--- config.mk ---
export PLATFORM = sky130hd
export DESIGN_NAME = arm7tdmi_cache_mem_arbiter
export DESIGN_NICKNAME = d
export VERILOG_FILES = /design/src/rtl/arm7tdmi_pkg.sv /design/src/rtl/arm7tdmi_cache_mem_arbiter.sv
export SDC_FILE = /design/constraint.sdc
export NUM_CORES = 1
export LEC_CHECK = 0
export ABC_AREA = 1
export CORE_AREA = 8 8 119 165
export CTS_CLUSTER_SIZE = 40
export DETAILED_ROUTE_END_ITERATION = 10
export DIE_AREA = 0 0 127 173
export DONT_BUFFER_PORTS = 1
export GPL_ROUTABILITY_DRIVEN = 1
export PLACE_DENSITY = 0.55
export SETUP_SLACK_MARGIN = 0.5
export SYNTH_ARGS = -nofsm -noshare
export SYNTH_HDL_FRONTEND = slang
export SYNTH_SLANG_ARGS = --single-unit
--- constraint.sdc ---
create_clock -name clk -period 1.7 [get_ports clk]
set_input_delay 0.34 -clock clk [delete_from_list [all_inputs] [get_ports clk]]
set_output_delay 0.34 -clock clk [all_outputs]
set_load 0.05 [all_outputs]
--- src/rtl/arm7tdmi_pkg.sv ---
// Shared types and constants for the cache subsystem memory arbiter.
package arm7tdmi_pkg;

    typedef enum logic [1:0] {
        ARB_IDLE,
        ARB_ISSUE,
        ARB_WAIT,
        ARB_DONE
    } arb_state_t;

    typedef enum logic [1:0] {
        OWN_NONE,
        OWN_I,
        OWN_D
    } arb_owner_t;

    localparam int unsigned ARB_MAX_BEATS = 8;
    // One extra bit so a full 8-beat burst count does not wrap.
    localparam int unsigned ARB_CNT_W     = $clog2(ARB_MAX_BEATS) + 1;

endpackage

--- src/rtl/arm7tdmi_cache_mem_arbiter.sv ---
// External memory port arbiter: D-cache has fixed priority, I-cache is protected
// from starvation and held off during coherency invalidation. Whole bursts only.
module arm7tdmi_cache_mem_arbiter
    import arm7tdmi_pkg::*;
#(
    parameter int unsigned ADDR_WIDTH   = 32,
    parameter int unsigned STARVE_LIMIT = 4
) (
    input  logic                  clk,
    input  logic                  rst_n,
    input  logic                  i_req,
    input  logic [ADDR_WIDTH-1:0] i_addr,
    input  logic [2:0]            i_burst_len,
    output logic                  i_gnt,
    output logic [31:0]           i_rdata,
    output logic                  i_rvalid,
    output logic                  i_done,
    input  logic                  d_req,
    input  logic                  d_write,
    input  logic [ADDR_WIDTH-1:0] d_addr,
    input  logic [2:0]            d_burst_len,
    input  logic [31:0]           d_wdata,
    input  logic [3:0]            d_byte_en,
    output logic                  d_gnt,
    output logic [31:0]           d_rdata,
    output logic                  d_rvalid,
    output logic                  d_done,
    input  logic                  coh_busy,
    output logic [ADDR_WIDTH-1:0] mem_addr,
    output logic                  mem_req,
    output logic                  mem_write,
    output logic [2:0]            mem_burst_len,
    output logic [31:0]           mem_wdata,
    output logic [3:0]            mem_byte_en,
    input  logic [31:0]           mem_rdata,
    input  logic                  mem_valid,
    input  logic                  mem_ready
);

    localparam int unsigned SW = (STARVE_LIMIT < 1) ? 1 : $clog2(STARVE_LIMIT + 1);

    arb_state_t            state_q, state_d;
    arb_owner_t            owner_q, pick_own;
    logic [ADDR_WIDTH-1:0] addr_q;
    logic                  write_q;
    logic [2:0]            len_q;
    logic [31:0]           wdata_q;
    logic [3:0]            be_q;
    logic [ARB_CNT_W-1:0]  issued_q, issued_d, returned_q, returned_d, beats;
    logic [SW-1:0]         starve_cnt_q, starve_cnt_d;
    logic                  i_elig, starved, grant, xfer;

    // D wins unless an eligible I has already waited out the starvation limit.
    function automatic arb_owner_t pick(input logic d, input logic ie, input logic st);
        arb_owner_t own;
        own = OWN_NONE;
        if (d && ie)  own = st ? OWN_I : OWN_D;
        else if (d)   own = OWN_D;
        else if (ie)  own = OWN_I;
        return own;
    endfunction

    assign i_elig   = i_req & ~coh_busy;
    assign starved  = (starve_cnt_q >= SW'(STARVE_LIMIT));
    assign pick_own = pick(d_req, i_elig, starved);
    assign grant    = (state_q == ARB_IDLE) && (pick_own != OWN_NONE);
    assign beats    = ARB_CNT_W'(len_q) + ARB_CNT_W'(1);
    assign xfer     = (state_q == ARB_ISSUE) || (state_q == ARB_WAIT);

    // State register.
    always_ff @(posedge clk or negedge rst_n) begin
        if (!rst_n) state_q <= ARB_IDLE;
        else        state_q <= state_d;
    end

    // Next-state: issue until all beats accepted, wait until all beats returned.
    always_comb begin
        state_d = state_q;
        unique case (state_q)
            ARB_IDLE:  if (pick_own != OWN_NONE) state_d = ARB_ISSUE;
            ARB_ISSUE: begin
                if (returned_q == beats)     state_d = ARB_DONE;
                else if (issued_d == beats)  state_d = ARB_WAIT;
            end
            ARB_WAIT:  if (returned_q == beats) state_d = ARB_DONE;
            ARB_DONE:  state_d = ARB_IDLE;
            default:   state_d = ARB_IDLE;
        endcase
    end

    // Beat and starvation counter next-state.
    always_comb begin
        issued_d     = issued_q;
        returned_d   = returned_q;
        starve_cnt_d = starve_cnt_q;
        if (grant) begin
            issued_d   = '0;
            returned_d = '0;
        end else begin
            if ((state_q == ARB_ISSUE) && mem_ready) issued_d = issued_q + ARB_CNT_W'(1);
            if (xfer && mem_valid)                   returned_d = returned_q + ARB_CNT_W'(1);
        end
        if (state_q == ARB_IDLE) begin
            if (!i_elig || (pick_own == OWN_I))   starve_cnt_d = '0;
            else if ((pick_own == OWN_D) && !starved) starve_cnt_d = starve_cnt_q + SW'(1);
        end
    end

    // Counter registers.
    always_ff @(posedge clk or negedge rst_n) begin
        if (!rst_n) begin
            issued_q     <= '0;
            returned_q   <= '0;
            starve_cnt_q <= '0;
        end else begin
            issued_q     <= issued_d;
            returned_q   <= returned_d;
            starve_cnt_q <= starve_cnt_d;
        end
    end

    // Capture the winning request's fields on grant; release ownership after DONE.
    always_ff @(posedge clk or negedge rst_n) begin
        if (!rst_n) begin
            owner_q <= OWN_NONE;
            addr_q  <= '0;
            write_q <= 1'b0;
            len_q   <= '0;
            wdata_q <= '0;
            be_q    <= '0;
        end else if (grant) begin
            owner_q <= pick_own;
            if (pick_own == OWN_D) begin
                addr_q  <= d_addr;
                write_q <= d_write;
                len_q   <= d_write ? 3'd0 : d_burst_len;
                wdata_q <= d_wdata;
                be_q    <= d_byte_en;
            end else begin
                addr_q  <= i_addr;
                write_q <= 1'b0;
                len_q   <= i_burst_len;
                wdata_q <= '0;
                be_q    <= '0;
            end
        end else if (state_q == ARB_DONE) begin
            owner_q <= OWN_NONE;
        end
    end

    // Outputs: grant while busy, memory request in ISSUE, response routed to owner.
    always_comb begin
        i_gnt         = 1'b0;
        i_rdata       = '0;
        i_rvalid      = 1'b0;
        i_done        = 1'b0;
        d_gnt         = 1'b0;
        d_rdata       = '0;
        d_rvalid      = 1'b0;
        d_done        = 1'b0;
        mem_addr      = '0;
        mem_req       = 1'b0;
        mem_write     = 1'b0;
        mem_burst_len = '0;
        mem_wdata     = '0;
        mem_byte_en   = '0;
        if (state_q != ARB_IDLE) begin
            i_gnt = (owner_q == OWN_I);
            d_gnt = (owner_q == OWN_D);
        end
        if (state_q == ARB_ISSUE) begin
            mem_req       = 1'b1;
            mem_addr      = addr_q;
            mem_write     = write_q;
            mem_burst_len = len_q;
            mem_wdata     = wdata_q;
            mem_byte_en   = be_q;
        end
        if (xfer && (owner_q == OWN_I)) begin
            i_rdata  = mem_rdata;
            i_rvalid = mem_valid & ~write_q;
        end
        if (xfer && (owner_q == OWN_D)) begin
            d_rdata  = mem_rdata;
            d_rvalid = mem_valid & ~write_q;
        end
        if (state_q == ARB_DONE) begin
            i_done = (owner_q == OWN_I);
            d_done = (owner_q == OWN_D);
        end
    end

endmodule

==> out/qor.csv <==
stage,metric,value,unit
critical_path,CP Buf/Inv Count,4,
power_and_ir_drop,Worst VDD drop,1290,uV
critical_path,largest fanout on the critical path,9,
synthesis,"Seq/Total Area, Yosys",0.431,
die,Initial Util,0.295,
synthesis,yosys warns,0,
cts,CTS tree,done,
cells_and_area,layout overhead on the synthesized area,89.4,%
global_routing,vias in the first global route,5425,
die,IO Pins,289,
cts,number of H-tree levels,3,
cts,CTS Buf Count,9,
timing,Worst slew margin,0.754,
placed_design,GPL Wtd Cong,0.847,
critical_path,cell family with most CP delay,buffers and inverters,
placed_design,DP HPWL,13.9,mm
power_and_ir_drop,leakage dissipation,3.98,nW
global_routing,All-Layer GR Usage,0.180,
critical_path,required time of the critical path,1360,ps
cells_and_area,"commonest non-fill, non-tap cell in the layout",nand2_1,
synthesis,Mapped Area,0.00505,mm2
die,DIE AREA,0.0220,mm2
timing,Final Cycle Share,1.23,
placed_design,IO Port Bufs,0,
synthesis,syn avg cell area,6.70,um2
drt,Post-Route WL,21.4,mm
synthesis,Compound-Gate Fraction of Synth Area,0.0835,
cells_and_area,"commonest cells after routing, fill and taps aside","125 x nand2_1, 90 x nor2_4, 85 x dfrtp_1",
synthesis,synthesized-area fraction occupied by and/or/nand/nor cells,0.313,
job,Max-cap violations,0,
critical_path,critical setup path kind,reg -> out,
critical_path,"slowest stage delay, CP",410,ps
timing,Slew @ Worst Pin,368,ps
die,core area,0.0171,mm2
critical_path,Worst setup EP type,output port,
die,Die Y,173,um
cts,total clock sinks,87,
synthesis,Synth Area in Adders,0.0223,
timing,Hold Slack,-323,ps
cells_and_area,final core occ,0.559,
timing,final worst slack,-383,ps
die,die width,127,um
global_routing,antenna violations before repair,0,
synthesis,syn nets,908,
timing,Final Max Tran Viols,0,
critical_path,CP arrival,1740,ps
critical_path,slowest cell on the critical path,dfrtp_2,
placed_design,Placed Instances,1013,
drt,"antenna viol nets, final",0,
power_and_ir_drop,Cell Pwr Density,2150,mW/mm2
global_routing,first-pass GRT wire length,31.0,mm
global_routing,pin count of the biggest net entering global routing,88,
cts,maximum clock path buffer count,2,
status,status,"finished, violations left",
timing,clock skew,15.7,ps
synthesis,post-synthesis mux area share,0,
cts,root buf cell,clkbuf_16,
timing,Tmin final,2080,ps
cts,later-pin clock latency in the skew report,350,ps
cells_and_area,Finished Layout Cells,1086,
cts,clock-pin slew of the registers on the worst-case setup and hold paths,80,ps
critical_path,Setup crit start kind,register,
timing,# setup viols final,146,
status,failing checks,"hold timing, setup timing",
drt,drc violations,0,
timing,setup_tns,-45190,ps
cells_and_area,n_diodes,0,
hold_path,Hold Crit Class,in -> async,
synthesis,Synth Area in XOR/XNOR,0.0104,
drt,Via density,4.92,
die,site row count,57,
timing,final hold vios,87,
timing,Max Clock Freq,0.480,GHz
cells_and_area,count of nets after finishing,1030,
drt,DR iter-0 viols,194,
global_routing,Overflow after GRT,0,
synthesis,Post-Syn Instances,753,
synthesis,largest family of logic cells by synthesized area,simple AND/OR/NAND/NOR gates,
drt,DR WL/cell,19.7,um
synthesis,count of cell types in the netlist,23,
drt,via count,5341,
drt,DRT Pass-1 Iters,5,
cells_and_area,fraction of layout cells with a size suffix above 1,0.606,
synthesis,"flops & latches, synth",87,
timing,RSZ-0062 raised after global routing,true,
critical_path,CP Cell Sequence,buf_6 > ha_4 > buf_4 > buf_16 > nand2_4 > clkinvlp_4,
==> where the power goes <==
group / switching [mW] / internal, mW / total (mW)
Sequential: 0.900 / 2.99 / 3.89
Combinational: 8.88 / 5.74 / 14.6
Clock: 0.965 / 1.04 / 2.01
==> routing by layer <==
layer  track usage  share of wire  up-vias
met3        0.0551          0.083       42
met4        0.0756          0.035        0
met5             0              0        -
li1              -              -     2531
met1         0.191           0.37     2498
met2         0.321           0.52      270
==> final timing paths <==
| kind | from | endpoint | slack, ps | cells past startpoint |
|---|---|---|---|---|
| setup / recovery | state_q[0] | mem_wdata[28] | -380 | 6 |
| hold / removal | rst_n | wdata_q[15] | -320 | 0 |
| setup reg to reg | state_q[1] | state_q[1] | -270 | 16 |
| hold reg to reg | wdata_q[24] | wdata_q[24] | 490 | 2 |
| max in group asynchronous | rst_n | returned_q[2] | 1870 | 0 |
| min in group clk | d_wdata[0] | wdata_q[0] | 110 | 2 |
==> Yosys cell counts (all sizes together) <==
| cell | count | area share |
|---|---|---|
| nand2 | 218 | 0.16 |
| inv | 136 | 0.10 |
| nor2 | 108 | 0.080 |
| dfrtp | 87 | 0.43 |
| a21oi | 68 | 0.067 |
| nand3 | 57 | 0.057 |
| clkbuf | 22 | 0.016 |
| buf | 19 | 0.023 |
| ha | 9 | 0.022 |
| o21ai | 8 | 0.0079 |
| nand4 | 5 | 0.0062 |
| a31oi | 4 | 0.0050 |
| nor3 | 4 | 0.0040 |
| xor2 | 4 | 0.0069 |
| xnor2 | 2 | 0.0035 |
| o21bai | 1 | 0.0015 |
| o32ai | 1 | 0.0017 |
==> flip-flops by register name (all words and copies together), names as in the netlist <==
signal and cells:
addr_q 32, be_q 4, issued_q 4, len_q 3
owner_q 2, returned_q 4, starve_cnt_q 3, state_q 2
wdata_q 32, write_q 1
==> timing repair <==
action	4_1_cts	5_1_grt
cloned	16	6
endpoints found under the hold margin	87	87
setup endpoints to repair	226	230
gates resized for setup	187	164
pin swaps	10	35
setup buffers	24	11
==> cell type report <==
type | instances | area [um2]
repair buffers | 151 | 2280
clock buffers | 9 | 225
clock inverters | 7 | 78.8
multi-input cells | 490 | 3740
well taps | 206 | 258
fillers | 1434 | 7550
flip-flops and latches | 87 | 2180
inverters | 136 | 807
==> stage by stage <==
stage               setup slack [ps]  total power [mW]  instance area [um2]
CTS                             -379              18.9                 8710
global placement               -5.23              13.7                 7100
detailed placement             -27.9              13.8                 7100
global route                    -448              21.6                 9560
floorplan                       -185              11.8                 6200
finish                          -383              20.5                 9560
==> kinds of logic (layout without fill, tap and decap cells) <==
group	after synthesis	after routing
AND/OR/NAND/NOR	392	393
buffers and inverters	177	303
flip-flops	87	87
AO/OA/AOI/OAI	82	82
adder cells (fa/ha/maj)	9	9
XOR/XNOR	6	6
(Power assumes the default switching activity.)
